--- config.mk ---
export PLATFORM = sky130hd
export DESIGN_NAME = rom_read_arbiter
export DESIGN_NICKNAME = d
export VERILOG_FILES = /design/src/rtl/rom_read_arbiter.sv
export SDC_FILE = /design/constraint.sdc
export NUM_CORES = 1
export LEC_CHECK = 0
export ABC_AREA = 1
export CAP_MARGIN = 0
export CORE_MARGIN = 2
export CORE_UTILIZATION = 35
export CTS_BUF_LIST = sky130_fd_sc_hd__clkbuf_8
export DETAILED_ROUTE_END_ITERATION = 16
export MAX_ROUTING_LAYER = met4
export PLACE_DENSITY = 0.8
export SLEW_MARGIN = 20
export SYNTH_ARGS = -nofsm -noshare
export SYNTH_HDL_FRONTEND = slang
export SYNTH_SLANG_ARGS = --single-unit
--- constraint.sdc ---
create_clock -name clk -period 2.2 [get_ports clk]
set_input_delay 0.44 -clock clk [delete_from_list [all_inputs] [get_ports clk]]
set_output_delay 0.44 -clock clk [all_outputs]
set_load 0.02 [all_outputs]
--- src/rtl/rom_read_arbiter.sv ---
// rom_read_arbiter
// Round-robin arbiter sharing the single read port of a 512x8 ROM
// (SB_RAM40_4KNRNW in 8-bit read mode) among NREQ requesters.
// One grant per cycle, fixed 1-cycle read latency, and an optional bounded
// lock that lets a requester keep the port for up to LOCK_MAX back-to-back
// reads before it has to take its turn again.
// In 8-bit mode the RAM places the data byte on the even RDATA bits; the
// odd bits carry nothing useful and are ignored.

module rom_read_arbiter #(
  parameter int NREQ     = 3,
  parameter int AW       = 9,
  parameter int LOCK_MAX = 8
) (
  input  logic               clk,
  input  logic               resetq,
  input  logic [NREQ-1:0]    req,
  input  logic [NREQ*AW-1:0] addr,
  input  logic [NREQ-1:0]    lock,
  output logic [NREQ-1:0]    gnt,
  output logic [NREQ-1:0]    rvalid,
  output logic [7:0]         rdata,
  output logic [10:0]        rom_raddr,
  output logic               rom_re,
  input  logic [15:0]        rom_rdata
);

  // Index width for requester numbers (at least one bit).
  localparam int IW = (NREQ > 1) ? $clog2(NREQ) : 1;
  localparam logic [IW-1:0] LAST_IDX   = IW'(NREQ - 1);
  localparam logic [IW:0]   NREQ_W     = (IW + 1)'(NREQ);
  localparam logic [7:0]    LOCK_MAX_C = 8'(LOCK_MAX);

  // Arbitration state.
  logic [IW-1:0]   rr_ptr_reg, rr_ptr_next;
  logic            owner_valid_reg, owner_valid_next;
  logic [IW-1:0]   owner_reg, owner_next;
  logic [7:0]      lock_cnt_reg, lock_cnt_next;
  logic [NREQ-1:0] rvalid_reg;

  // Combinational arbitration results.
  logic            any_req;
  logic            owner_hold;
  logic            rr_found;
  logic [IW-1:0]   rr_idx;
  logic [IW:0]     cand_w;
  logic [IW-1:0]   winner;

  // Per-requester address view of the packed address bus.
  logic [AW-1:0]   addr_arr [NREQ];

  // Odd RDATA bits are not part of the byte in 8-bit read mode.
  logic [7:0]      unused_odd_bits;

  genvar gi;

  generate
    for (gi = 0; gi < NREQ; gi++) begin : g_req
      assign addr_arr[gi] = addr[gi*AW +: AW];
      // Only the winner's bit is ever set, and only while somebody requests.
      assign gnt[gi]      = any_req && (winner == IW'(gi));
    end
  endgenerate

  generate
    for (gi = 0; gi < 8; gi++) begin : g_byte
      assign rdata[gi]           = rom_rdata[2*gi];
      assign unused_odd_bits[gi] = rom_rdata[2*gi+1];
    end
  endgenerate

  assign any_req = |req;

  // A locked owner keeps the port only while it still asks and is under its budget.
  assign owner_hold = owner_valid_reg && req[owner_reg] && (lock_cnt_reg < LOCK_MAX_C);

  // Round-robin scan: first requester at or after rr_ptr, wrapping modulo NREQ.
  always_comb begin
    rr_found = 1'b0;
    rr_idx   = rr_ptr_reg;
    cand_w   = '0;
    for (int k = 0; k < NREQ; k++) begin
      cand_w = {1'b0, rr_ptr_reg} + (IW + 1)'(k);
      if (cand_w >= NREQ_W) begin
        cand_w = cand_w - NREQ_W;
      end
      if (!rr_found && req[cand_w[IW-1:0]]) begin
        rr_found = 1'b1;
        rr_idx   = cand_w[IW-1:0];
      end
    end
  end

  assign winner = owner_hold ? owner_reg : rr_idx;

  // RAM read port: address of the winner, zero-extended; parked at 0 when idle.
  assign rom_re    = any_req;
  assign rom_raddr = any_req ? 11'(addr_arr[winner]) : 11'h000;

  assign rvalid = rvalid_reg;

  // Next pointer / lock ownership after this cycle's grant (or lack of one).
  always_comb begin
    rr_ptr_next      = rr_ptr_reg;
    owner_valid_next = owner_valid_reg;
    owner_next       = owner_reg;
    lock_cnt_next    = lock_cnt_reg;
    if (any_req) begin
      rr_ptr_next = (winner == LAST_IDX) ? '0 : winner + IW'(1);
      if (lock[winner]) begin
        if (owner_valid_reg && (owner_reg == winner) && (lock_cnt_reg < LOCK_MAX_C)) begin
          // Continuing an existing burst.
          lock_cnt_next = lock_cnt_reg + 8'd1;
        end else begin
          // New burst, or the old owner won again through round-robin after
          // exhausting its budget: the count restarts.
          owner_valid_next = 1'b1;
          owner_next       = winner;
          lock_cnt_next    = 8'd1;
        end
      end else begin
        owner_valid_next = 1'b0;
        lock_cnt_next    = 8'd0;
      end
    end else begin
      // Nobody requests, so any owner has dropped its request: release the lock.
      owner_valid_next = 1'b0;
      lock_cnt_next    = 8'd0;
    end
  end

  // State registers; rvalid tracks the grant one cycle later, matching the RAM latency.
  always_ff @(posedge clk or negedge resetq) begin
    if (!resetq) begin
      rr_ptr_reg      <= '0;
      owner_valid_reg <= 1'b0;
      owner_reg       <= '0;
      lock_cnt_reg    <= 8'd0;
      rvalid_reg      <= '0;
    end else begin
      rr_ptr_reg      <= rr_ptr_next;
      owner_valid_reg <= owner_valid_next;
      owner_reg       <= owner_next;
      lock_cnt_reg    <= lock_cnt_next;
      rvalid_reg      <= gnt;
    end
  end

endmodule

==> results.md <==
- Relative slew margins: 53.8%
- Fin crit share: 129%
- CP Data Required Time: 1760 ps
- CP Max Fanout: 8
- Synth area leader: dfrtp_1
- Synth Register Bits: 16
- Full die area: around 0.0043 mm²
- Core area: ~0.0037 mm²
- Core Util, Final: ~67%
- FP Rows: 22
- Min-delay src: lock_cnt_reg[0]
- DR pass1 iterations: 4
- Total Nets Final: between 300 and 400
- Post-DP Area: 0.00213 mm²
- Status: finished, violations left
- Detailed Route WL: between 3000 and 4000 µm
- EDFF count, synth: 0
- Area growth syn-to-layout: 83.0%
- CP Data Arrival Time: 2410 ps
- Part of the power in registers: a little under 9%
- Combinational share of power: 86.7%
- Die X: roughly 66 µm
- CTS tree: done
- Max Freq: 351 MHz
- Clock sinks: 16
- Share of layout cells above drive strength 1: 43.0%
- Leakage Power: 1.20 nW
- Yosys top cell area share: roughly 30%
- Synth Instances: between 150 and 200
- CP startpoint: rr_ptr_reg[1]
- CP max stage delay: around 400 ps
- Mapped Area: 0.00134 mm²
- H-tree depth: 1
- Async SR Flop Fraction: between 90% and 100%
- Worst clock skew: between 2 and 2.5 ps
- Most common cell in the netlist: nand2_1
- Initial DRC count: approximately 40
- VDD IR max: around 1.6 mV
- Post-synthesis sequential area ratio: 29.9%
- Mean number of vias per cell: about 4.7
- CP max-delay cell: dfrtp_1
- Design Area, Final: ~0.0024 mm²
- CP Cell Sequence: inv_2 -> ha_4 -> inv_4 -> nand2_4 -> nand3_4 -> nand2_4 -> nand2_1 -> inv_1 -> o21ai_1 -> nand2_2 -> nand2_4 -> nand2_8 -> inv_8 -> nor2_4 -> buf_6 -> nand2_1 -> nand3_1 -> nand2_1 -> inv_2 -> buf_6
- N_diodes: 0
- R2r setup slk: -50 ps
- Clk_lat worst skew: 250 ps
- Largest net degree at the start of global routing: 17
- Worst min path class: flop to flop
- Vias: about 1.6k
- Vias in the first global route: approximately 1.5k
- Crit path kind: flop to output pin
- Clock network fraction of total power: 4.4%
- Unique masters post-synth: 30
- Failing checks: negative setup slack
- CTS Buf Count: 3
- Final setup margin: -647 ps
- Post-route ant nets: 0
- Crit path launch type: flop
- Yosys warnings: 0
- Pwr dens: around 2000 mW/mm²
- Number of port buffers: 50
- Largest register FFs: 8
- Worst R2R Start: rr_ptr_reg[1]
- Most area-consuming cells after synthesis: dfrtp_1, nand2_1, nand3_1
- I/O pin total: 77
- Tmin final: between 2000 and 3000 ps
- GRT Util Overall: 18.7%
- Clock Tree Buf Depth: 2
- Final Max Tran Viols: 0
- Synthesized area per cell: 6.89 µm²
- Max Cap Viol: 0
- Sw frac: about half
- Die H: about 66 µm
- Clock-pin slew on the worst setup and hold paths: ~60 ps
- Setup crit end kind: output pin
- Post-synth top cells: nand2_1, inv_1, nand3_1, dfrtp_1, buf_4
- RSZ-0062 raised after global routing: yes
- CTS Root Cell: clkbuf_8
- Internal power: between 2 and 2.5 mW
- First-pass GRT wire length: just over 6000 µm
- Drt wl/cell: 11.7 µm
- Gp weighted congestion: a little under 0.8
- Net Switching: around 2.4 mW
- Worst-Margin Slew: between 600 and 700 ps
- GR Overflow Total: 0
- # setup viols final: 15
- Effective utilization at floorplan: about 37%
- Initial antenna violation count: 0
- Post-DP HPWL: between 2000 and 3000 µm
- Ys flop type: dfrtp_1
- Fin. Hold Viols: 0
- DRC Markers: 0
-- path summary, 6_finish.rpt --
kind / endpoint / cells past startpoint
min in group asynchronous: lock_cnt_reg[7] / 1
worst max register to register: owner_reg[1] / 19
worst max-delay path: rom_raddr[5] / 20
worst min register to register: lock_cnt_reg[0] / 1
worst min-delay path: lock_cnt_reg[0] / 1
max in group asynchronous: rr_ptr_reg[0] / 1
-- stage by stage --
stage	hold slack (ps)	TNS [ps]	cells	total power, mW	worst slack, ps
2_1_floorplan	144	-1310	199	2.63	-131
4_1_cts	492	-6860	324	4.56	-594
6_report	484	-6770	332	4.83	-647
3_5_place_dp	485	-17930	312	3.80	-1200
3_3_place_gp	479	-17390	312	3.75	-1180
5_1_grt	503	-9610	332	5.18	-795
-- critical path, delay by kind of cell, from the launching register on --
kind                     cells  cell delay [ps]
AND/OR/NAND/NOR             11              950
buffers and inverters        7              540
flip-flops                   1              410
adder cells (fa/ha/maj)      1              200
AO/OA/AOI/OAI                1               60
-- routing by layer --
metal  GRT usage [%]  vias up  wire [µm]  part of all wire (%)
met1            20.2      699       1450                    37
met4            8.59        0        137                   3.5
met5               -        -          0                     0
met2            33.1       60       2050                    53
met3            3.41       14        240                   6.2
li1                -      777          -                     -
-- cell usage in the layout (no fill, tap or decap), types with 2 or more instances in the layout --
cell / n
nand2_1: 57
buf_12: 2
nor2_2: 2
nand3_1: 15
buf_6: 16
nand2_2: 17
nand3_2: 7
dlygate4sd2_1: 3
inv_1: 12
buf_4: 35
o21ai_1: 3
nor2_1: 8
inv_4: 4
dfrtp_1: 16
nor2_8: 2
inv_2: 10
a31oi_4: 3
nand2_4: 3
ha_4: 2
clkbuf_8: 3
o21ai_0: 2
conb_1: 6
clkdlybuf4s50_1: 34
nor2_4: 5
nor3_4: 2
-- what timing repair did --
action,CTS,global route
hold buffers,0,0
buffers inserted,8,7
gates resized for setup,94,16
setup endpoints to repair,19,20
cloned,1,1
pin swaps,14,15
-- power groups by stage --
| stage | sequential [mW] | combinational (mW) | clock [mW] |
|---|---|---|---|
| after floorplan | 0.462 | 2.17 | 0 |
| after global placement | 0.437 | 3.31 | 0 |
| after detailed placement | 0.442 | 3.36 | 0 |
| after CTS | 0.436 | 3.91 | 0.215 |
| after global routing | 0.440 | 4.51 | 0.225 |
| final | 0.432 | 4.19 | 0.211 |
-- kinds of logic after synthesis --
group | Yosys count | share of synthesized area, %
buffers and inverters | 39 | 14.1
AND/OR/NAND/NOR | 121 | 45.6
flip-flops | 16 | 29.9
XOR/XNOR | 2 | 1.31
adder cells (fa/ha/maj) | 3 | 2.81
other | 1 | 0.280
AO/OA/AOI/OAI | 12 | 5.99
-- area by class of cell --
cell class | instances | area (µm²)
Sequential cell | 16 | 400
Inverter | 28 | 128
Fill cell | 280 | 1210
Tap cell | 48 | 60.1
Timing Repair inverter | 1 | 7.51
Multi-Input combinational cell | 145 | 956
Clock buffer | 3 | 41.3
Timing Repair Buffer | 91 | 855
Power figures use the tool's default switching activity.
